<file path="config.mk">
export PLATFORM = sky130hd
export DESIGN_NAME = ai_emotion_analyzer_core
export DESIGN_NICKNAME = d
export VERILOG_FILES = /design/src/rtl/emotion_pkg.sv /design/src/rtl/note_history_buffer.sv /design/src/rtl/ai_emotion_analyzer_core.sv
export SDC_FILE = /design/constraint.sdc
export NUM_CORES = 1
export LEC_CHECK = 0
export BUFFER_PORTS_ARGS = -buffer_cell sky130_fd_sc_hd__buf_2
export CAP_MARGIN = 20
export CELL_PAD_IN_SITES_DETAIL_PLACEMENT = 1
export CELL_PAD_IN_SITES_GLOBAL_PLACEMENT = 1
export CORE_UTILIZATION = 40
export CTS_CLUSTER_DIAMETER = 120
export DETAILED_ROUTE_END_ITERATION = 8
export PLACE_DENSITY = 0.78
export REMOVE_ABC_BUFFERS = 1
export SLEW_MARGIN = 15
export SYNTH_ARGS = -nofsm -noshare
export SYNTH_HDL_FRONTEND = slang
export SYNTH_SLANG_ARGS = --single-unit
</file>
<file path="constraint.sdc">
create_clock -name clk -period 7 [get_ports clk]
set_input_delay 0.7 -clock clk [delete_from_list [all_inputs] [get_ports clk]]
set_output_delay 0.7 -clock clk [all_outputs]
set_load 0.1 [all_outputs]
</file>
<file path="src/rtl/emotion_pkg.sv">
// Shared constants, FSM state type and the decision rule table for the melody
// emotion classifier.
package emotion_pkg;

   localparam logic [1:0] NEUTRAL = 2'b00;
   localparam logic [1:0] HAPPY   = 2'b01;
   localparam logic [1:0] SAD     = 2'b10;
   localparam logic [1:0] TENSE   = 2'b11;

   localparam int SEMI_THRESH      = 8;
   localparam int LEAP_THRESH      = 6;
   localparam int LEAP_MIN         = 7;
   localparam int CONF_SCALE       = 17;
   localparam int NEUTRAL_TIE_CONF = 128;
   localparam int BUF_DEPTH        = 16;

   localparam int NOTE_W = 6;
   localparam int IDX_W  = 4;
   localparam int CNT_W  = 5;

   typedef enum logic [1:0] {
      ST_IDLE,
      ST_SCAN,
      ST_DECIDE,
      ST_DONE
   } state_t;

   typedef struct packed {
      logic [1:0] code;
      logic [7:0] conf;
   } decision_t;

   // Counts never exceed 15, so the 8-bit product cannot overflow.
   function automatic logic [7:0] scale_conf(input logic [CNT_W-1:0] n);
      return 8'(n) * 8'(CONF_SCALE);
   endfunction

   function automatic decision_t decide_emotion(
      input logic [CNT_W-1:0] up,
      input logic [CNT_W-1:0] down,
      input logic [CNT_W-1:0] semi,
      input logic [CNT_W-1:0] leap
   );
      decision_t r;
      if (semi >= CNT_W'(SEMI_THRESH)) begin
         r.code = NEUTRAL;
         r.conf = scale_conf(semi);
      end else if (leap >= CNT_W'(LEAP_THRESH)) begin
         r.code = TENSE;
         r.conf = scale_conf(leap);
      end else if (up > down) begin
         r.code = HAPPY;
         r.conf = scale_conf(up - down);
      end else if (down > up) begin
         r.code = SAD;
         r.conf = scale_conf(down - up);
      end else begin
         r.code = NEUTRAL;
         r.conf = 8'(NEUTRAL_TIE_CONF);
      end
      return r;
   endfunction

endpackage

</file>
<file path="src/rtl/note_history_buffer.sv">
// Sliding 16-note history: appends until full, then shifts out the oldest note.
// The read port returns an adjacent pair (idx, idx+1) one clock after the index.
module note_history_buffer
   import emotion_pkg::*;
(
   input  logic              clk,
   input  logic              reset,
   input  logic              load_en,
   input  logic [NOTE_W-1:0] note_in,
   input  logic [IDX_W-1:0]  rd_idx,
   output logic [NOTE_W-1:0] rd_note_a,
   output logic [NOTE_W-1:0] rd_note_b,
   output logic              buffer_full
);

   logic [NOTE_W-1:0] entry_q [BUF_DEPTH];
   logic [CNT_W-1:0]  count_reg;
   logic              full_reg;
   logic [NOTE_W-1:0] rd_a_reg;
   logic [NOTE_W-1:0] rd_b_reg;
   logic [IDX_W-1:0]  rd_idx_b;

   // The analyzer never asks for index 15, so the wrap of idx+1 is harmless.
   assign rd_idx_b = rd_idx + IDX_W'(1);

   genvar gi;
   generate
      for (gi = 0; gi < BUF_DEPTH; gi++) begin : g_entry
         logic [NOTE_W-1:0] entry_reg;
         logic [NOTE_W-1:0] shift_src;

         if (gi == BUF_DEPTH - 1) begin : g_top
            assign shift_src = note_in;
         end else begin : g_mid
            assign shift_src = entry_q[gi+1];
         end

         always_ff @(posedge clk) begin
            if (reset) begin
               entry_reg <= '0;
            end else if (load_en) begin
               if (full_reg) begin
                  entry_reg <= shift_src;
               end else if (count_reg == CNT_W'(gi)) begin
                  entry_reg <= note_in;
               end
            end
         end

         assign entry_q[gi] = entry_reg;
      end
   endgenerate

   always_ff @(posedge clk) begin
      if (reset) begin
         count_reg <= '0;
         full_reg  <= 1'b0;
      end else if (load_en && !full_reg) begin
         count_reg <= count_reg + CNT_W'(1);
         full_reg  <= (count_reg == CNT_W'(BUF_DEPTH - 1));
      end
   end

   always_ff @(posedge clk) begin
      if (reset) begin
         rd_a_reg <= '0;
         rd_b_reg <= '0;
      end else begin
         rd_a_reg <= entry_q[rd_idx];
         rd_b_reg <= entry_q[rd_idx_b];
      end
   end

   assign rd_note_a   = rd_a_reg;
   assign rd_note_b   = rd_b_reg;
   assign buffer_full = full_reg;

endmodule

</file>
<file path="src/rtl/ai_emotion_analyzer_core.sv">
// Melody emotion classifier: scans the 15 intervals of the note history and
// maps interval statistics to an emotion code with an 8-bit confidence.
module ai_emotion_analyzer_core
   import emotion_pkg::*;
(
   input  logic       clk,
   input  logic       reset,
   input  logic       enable_ai,
   input  logic [5:0] note_played,
   input  logic       load_new_note,
   output logic [1:0] emotion_code,
   output logic [7:0] emotion_confidence,
   output logic       emotion_ready,
   output logic       buffer_full
);

   state_t            state_reg;
   logic [IDX_W-1:0]  scan_idx_reg;
   logic              pair_valid_reg;
   logic [CNT_W-1:0]  up_reg;
   logic [CNT_W-1:0]  down_reg;
   logic [CNT_W-1:0]  semi_reg;
   logic [CNT_W-1:0]  leap_reg;
   logic [1:0]        code_reg;
   logic [7:0]        conf_reg;
   logic              ready_reg;

   logic              load_en;
   logic [NOTE_W-1:0] rd_note_a;
   logic [NOTE_W-1:0] rd_note_b;
   logic signed [6:0] interval;
   logic [6:0]        interval_mag;
   decision_t         decision;

   assign load_en = load_new_note && (state_reg == ST_IDLE);

   note_history_buffer u_history (
      .clk         (clk),
      .reset       (reset),
      .load_en     (load_en),
      .note_in     (note_played),
      .rd_idx      (scan_idx_reg),
      .rd_note_a   (rd_note_a),
      .rd_note_b   (rd_note_b),
      .buffer_full (buffer_full)
   );

   assign interval     = $signed({1'b0, rd_note_b}) - $signed({1'b0, rd_note_a});
   assign interval_mag = interval[6] ? 7'(-interval) : 7'(interval);
   assign decision     = decide_emotion(up_reg, down_reg, semi_reg, leap_reg);

   // The read port lags the scan index by one clock, so counters accumulate
   // one cycle behind SCAN and DECIDE waits for the last interval to drain.
   always_ff @(posedge clk) begin
      if (reset) begin
         state_reg      <= ST_IDLE;
         scan_idx_reg   <= '0;
         pair_valid_reg <= 1'b0;
         up_reg         <= '0;
         down_reg       <= '0;
         semi_reg       <= '0;
         leap_reg       <= '0;
         code_reg       <= NEUTRAL;
         conf_reg       <= '0;
         ready_reg      <= 1'b0;
      end else begin
         pair_valid_reg <= (state_reg == ST_SCAN);

         if (pair_valid_reg) begin
            if (interval > 7'sd0)             up_reg   <= up_reg + CNT_W'(1);
            if (interval < 7'sd0)             down_reg <= down_reg + CNT_W'(1);
            if (interval_mag == 7'd1)         semi_reg <= semi_reg + CNT_W'(1);
            if (interval_mag >= 7'(LEAP_MIN)) leap_reg <= leap_reg + CNT_W'(1);
         end

         case (state_reg)
            ST_IDLE: begin
               if (enable_ai && buffer_full) begin
                  up_reg       <= '0;
                  down_reg     <= '0;
                  semi_reg     <= '0;
                  leap_reg     <= '0;
                  scan_idx_reg <= '0;
                  state_reg    <= ST_SCAN;
               end
            end
            ST_SCAN: begin
               scan_idx_reg <= scan_idx_reg + IDX_W'(1);
               if (scan_idx_reg == IDX_W'(BUF_DEPTH - 2)) begin
                  state_reg <= ST_DECIDE;
               end
            end
            ST_DECIDE: begin
               if (!pair_valid_reg) begin
                  code_reg  <= decision.code;
                  conf_reg  <= decision.conf;
                  ready_reg <= 1'b1;
                  state_reg <= ST_DONE;
               end
            end
            ST_DONE: begin
               if (!enable_ai) begin
                  ready_reg <= 1'b0;
                  state_reg <= ST_IDLE;
               end
            end
            default: state_reg <= ST_IDLE;
         endcase
      end
   end

   assign emotion_code       = code_reg;
   assign emotion_confidence = conf_reg;
   assign emotion_ready      = ready_reg;

endmodule

</file>
=== After elaboration in Yosys (flattened, before gate mapping) ===
Cells that the tools add are included.

* Add/subtract/negate cells: 10
* Multiply operators: 4
* Divide/modulo/power cells: 0
* $lt $le $gt $ge: 9
* Equal/unequal tests: 24
* Shift operators: 0
* Mux-type cells: 69
* Bitwise logic cells: 3
* Reduce and logical (&&, ||, !) cells: 44

{| class="wikitable"
|+ Operators with widths
! cell !! count
|-
| 2-to-1 mux 6 bit || 36
|-
| 2-to-1 mux 5 bit || 16
|-
| binary-select mux 6 bit (select 4 bit) || 2
|-
| equality test 5 x 4 -> 1 bit, second input constant || 8
|-
| 2-to-1 mux 10 bit || 4
|-
| AND reduction 2 bit || 18
|-
| nonzero test 2 bit || 18
|-
| multiplier 5 x 5 -> 8 bit, second input constant || 4
|-
| adder 5 x 1 -> 5 bit, second input constant || 5
|-
| equality test 5 x 3 -> 1 bit, second input constant || 4
|-
| equality test 5 x 2 -> 1 bit, second input constant || 2
|-
| greater-or-equal comparator 5 bit, second input constant || 2
|-
| greater-than comparator 5 bit || 2
|-
| NOT 4 -> 5 bit || 2
|-
| subtractor 5 bit || 2
|-
| 2-to-1 mux 2 bit || 4
|-
| one-hot mux 2 bit (4 select lines) || 1
|-
| one-hot mux 4 bit (2 select lines) || 1
|-
| equality test 7 x 1 -> 1 bit, second input constant || 1
|-
| greater-or-equal comparator 7 x 3 -> 1 bit, second input constant || 1
|-
| greater-than comparator 7 x 1 -> 1 bit, second input constant || 1
|-
| less-than comparator 7 x 1 -> 1 bit, second input constant || 1
|-
| 2-to-1 mux 7 bit || 1
|-
| negation 7 bit || 1
|-
| 20 further kinds || 26
|}

* Bits in registers: 152
* Latch bits: 0
* Memory bits (writable): 0
* Bits in read-only memories: 0
* Bits of input ports: 10
* Output and inout port bits: 12
* Logic and storage cells: 193
* Memories kept: 0

=== Depth between registers and ports, before layout ===
* Depth after elaboration: 8
* Gate-level depth with buffers: 14
* Depth with buffers taken out: 14

=== Cells and area by module ===
A second synthesis with hierarchy kept.

* Cells, all modules: 1003
* Area, all modules: 9322.7 sq um

{| class="wikitable"
|+ By module, submodules not included
! module !! times used !! cells an instance !! area each (sq um) !! sequential area each (sq um)
|-
| note_history_buffer || 1 || 619 || 6216.0 || 2282.2
|-
| ai_emotion_analyzer_core || 1 || 384 || 3106.7 || 760.7
|}

=== Worst setup path before layout ===
No wires, ideal clock.

* Path type: register -> register
* From: register scan_idx_reg[0]
* To: register u_history.rd_b_reg[3], in the netlist u_history.rd_note_b[3]
* Setup time: 0.138 ns
* Arrival: 3.288 ns
* Required time: 6.862 ns
* Setup slack: 3.574 ns
* Stages on the path, launching flop included: 12
* Buffers on the path: 6
* Clock period less this slack: 3.426 ns
* Cell sequence: dfxtp_1 > buf_2 > buf_1 > clkbuf_1 > inv_1 > ha_1 > clkbuf_1 > clkbuf_1 > clkbuf_1 > mux4_2 > mux2i_1 > a211oi_1

* Word-level cells in the longest chain between the ends: 5

{| class="wikitable"
|+ Ends and longest elaborated chain
! what !! RTL line !! source
|-
| start, declared || ai_emotion_analyzer_core.sv:18 || <nowiki>logic [IDX_W-1:0] scan_idx_reg;</nowiki>
|-
| start signal, assigned || ai_emotion_analyzer_core.sv:88 || <nowiki>scan_idx_reg <= scan_idx_reg + IDX_W'(1);</nowiki>
|-
| adder 4 x 1 -> 4 bit || note_history_buffer.sv:24 || <nowiki>assign rd_idx_b = rd_idx + IDX_W'(1);</nowiki>
|-
| NOT 4 -> 5 bit (implied by the code) || note_history_buffer.sv:70 || <nowiki>rd_b_reg <= entry_q[rd_idx_b];</nowiki>
|-
| binary-select mux 6 bit (select 4 bit) || note_history_buffer.sv:70 ||
|-
| 2-to-1 mux 6 bit (implied by the code) (2 in series) || note_history_buffer.sv:70 ||
|-
| end signal, assigned || note_history_buffer.sv:70 ||
|-
| end, declared || note_history_buffer.sv:20 || <nowiki>logic [NOTE_W-1:0] rd_b_reg;</nowiki>
|}

No other way between the ends. The select of a mux whose other input is x is not followed.
A chain may end at the register's enable or synchronous reset.

=== Worst setup path in the final report ===
* From: register u_history.full_reg, in the netlist u_history.buffer_full
* To: output buffer_full

{| class="wikitable"
|+ RTL lines
! what !! RTL line !! source
|-
| start, declared || note_history_buffer.sv:18 || <nowiki>logic full_reg;</nowiki>
|-
| start signal, assigned || note_history_buffer.sv:60 || <nowiki>full_reg <= (count_reg == CNT_W'(BUF_DEPTH - 1));</nowiki>
|-
| end, declared || ai_emotion_analyzer_core.sv:14 || <nowiki>output logic buffer_full</nowiki>
|}

No word-level cell between the ends.

==> summary.md <==
| Metric | Value |
|---|---|
| Worst Skew | `around 13 ps` |
| CTS tree | `built` |
| Post-synth top area share | `34.3%` |
| Status | `complete, no violations` |
| Maximum vdd drop | `0.173 mV` |
| Final Hold Vio Count | `0` |
| Fillers | `~2500` |
| Yosys reg bits | `152` |
| Mean Syn Cell Area | `between 9 and 10 sq um` |
| Via count | `~7500` |
| DP Area | `just over 9000 sq um` |
| Measured slew at the worst slew-check pin | `1080 ps` |
| Number of flops mapped to enable cells by yosys | `0` |
| Setup_tns | `0 ps` |
| ANT nets after route | `0` |
| Largest net degree at the start of global routing | `roughly 80` |
| Die area | `~23000 sq um` |
| Vias in the first global route | `between 7000 and 8000` |
| Slowest stage cell on the critical path | `dfxtp_4` |
| Setup Viol. Count Final | `0` |
| Worst EP required | `between 6000 and 7000 ps` |
| Via-per-instance ratio | `6.00` |
| Pleak | `approximately 3.4 nW` |
| Initial antenna violation count | `1` |
| Bufs on Longest Clock Path | `2` |
| Worst hold slack | `~450 ps` |
| Clk slew on worst S/H paths | `70 ps` |
| Worst R2R Path Depth | `7` |
| Mapped Area | `approximately 9000 sq um` |
| Period minus WS final | `about 3100 ps` |
| WP data arrival | `around 2500 ps` |
| Most used DFF post-synth | `dfxtp_1` |
| Starting Density | `about two fifths` |
| Post-CTS setup buffer count | `0` |
| R2R setup slack | `just under 4000 ps` |
| Most area-consuming cells after synthesis | `dfxtp_1 34%, mux4_2 14%, a211oi_1 9.5%, a21oi_1 7.3%, ha_1 6.6%` |
| H-Tree Depth | `4` |
| GR Overflow Total | `0` |
| Post-CTS sizing | `0` |
| Synth cell count leaders | `152 x dfxtp_1, 152 x nor2_1, 129 x a21oi_1` |
| Starting DRT DRC Count | `454` |
| Post-Layout Inst Area | `9740 sq um` |
| Sink Count | `about 150` |
| Final Wtd Congestion | `~0.81` |
| Layout cells sized above 1 | `roughly an eighth` |
| Area grow syn2layout | `9.66%` |
| WHS Path Cells | `2` |
| Sequential cell area fraction in the yosys report | `approximately a third` |
| Startpoint Class | `flip-flop` |
| Num CTS Buffers | `17` |
| Max Freq | `318 MHz` |
| Crit Path Class | `reg -> out` |
| Nets | `1013` |
| IO Port Bufs | `21` |
| Max Cap Viol | `0` |
| DRT Wirelength | `24200 um` |
| Unrepaired setup endpoints after global routing | `no` |
| Hpwl dp | `~16000 um` |
| First-pass GRT wire length | `roughly 40000 um` |
| FP Rows | `between 50 and 60` |
| Pwr dens | `roughly 270 nW/um^2` |
| Cell count after synthesis | `slightly below 1000` |
| Cell Chain, Critical Path | `buf_4, buf_2` |
| Pins Over Slew Limit | `0` |
| Yosys top cell by area | `dfxtp_1` |
| Relative slew margins | `around 28%` |
| Asr flop ratio synth | `0%` |
| Io pins | `22` |
| Post-synth cell types | `57` |
| Biggest cell delay along the critical path | `approximately 930 ps` |
| Hold Crit Class | `reg -> reg` |
| Clk root buf | `clkbuf_16` |
| CP max FO | `77` |
| CP Capture Type | `primary output` |
| Area of the core | `roughly 22000 sq um` |
| Largest register FFs | `84` |
| Die height | `between 150 and 200 um` |
| GRT Util Overall | `approximately 22%` |
| Chip Width | `about 150 um` |
| First drt pass iteration count | `5` |
| Tcrit/Tclk final | `around 45%` |
| Yosys warns | `0` |
| Wire length per cell | `~19 um` |
| Drt drc | `0` |
| CTS Hold Bufs | `0` |
| Worst-Skew Late Latency | `430 ps` |
[critical path, delay by kind of cell (launching register included)]
kind     cells  cell delay [ps]
buf+inv      2             1030
flops        1              930
[cells in the final DEF, fill, tap and decap left out, types with 4 or more instances in the layout]
| cell type | count |
|---|---|
| a21oi_1 | 129 |
| a221oi_1 | 4 |
| nand3_1 | 17 |
| mux2i_1 | 18 |
| o22ai_1 | 5 |
| o31ai_1 | 6 |
| xor2_1 | 6 |
| nor2_1 | 152 |
| o21ai_0 | 13 |
| inv_1 | 36 |
| a211oi_1 | 112 |
| nor3b_1 | 4 |
| mux4_2 | 54 |
| clkbuf_16 | 17 |
| dfxtp_1 | 150 |
| nor2b_1 | 33 |
| inv_6 | 4 |
| xnor2_1 | 16 |
| o211ai_1 | 5 |
| nand2_1 | 27 |
| ha_1 | 47 |
| nand4_1 | 6 |
| buf_4 | 11 |
| nand2b_1 | 6 |
| buf_2 | 20 |
[layout make-up]
type                    instances  area [sq um]  share of cell area (%)
multi-input cells             715          5420                    55.7
flip-flops and latches        152          3050                    31.3
clock buffers                  19           433                    4.44
well taps                     280           350                    3.60
repair buffers                 31           183                    1.88
clock inverters                12           164                    1.68
inverters                      36           135                    1.39
diodes                          1          2.50                  0.0257
[power by group]
part           switching [W]  internal [W]  leakage [nW]
logic               0.000423      0.000277          1.88
clock network       0.000397      0.000566         0.294
registers          0.0000751      0.000925          1.23
[kinds of logic after synthesis]
group	after synthesis	synth area share, %
compound gates	303	21.8
simple gates	266	13.7
flops	152	34.3
buf+inv	112	4.86
mux	72	15.7
fa+ha+maj	50	7.30
xor+xnor	24	2.37
[through the flow]
step                util, %  power, W  cells  worst slack [ps]
floorplan                 -   0.00153    903              2760
global placement       41.7   0.00168   1209              4080
global route           44.6   0.00281   1245              3630
detailed placement     41.7   0.00171   1209              3990
CTS                    44.4   0.00269   1240              3870
finish                 44.6   0.00266   1246              3850
[path summary, 6_finish.rpt]
kind | to | startpoint
max | buffer_full | u_history.buffer_full$_SDFFE_PP0P_
max reg2reg | u_history.rd_note_b[4]$_SDFF_PP0_ | scan_idx_reg[0]$_SDFFE_PP0P_
min | emotion_code[0]$_SDFFE_PP0P_ | emotion_code[0]$_SDFFE_PP0P_
min reg2reg | emotion_code[0]$_SDFFE_PP0P_ | emotion_code[0]$_SDFFE_PP0P_
[routing by layer]
metal / vias to the layer above / GRT usage, % / part of all wire (%)
met5: - / 0 / 0
met1: 3744 / 27.2 / 44
met3: 39 / 3.98 / 3.3
li1: 3554 / - / -
met4: 0 / 8.95 / 2.1
met2: 143 / 39.3 / 50
Note: power is estimated with default switching activity, not from simulation.
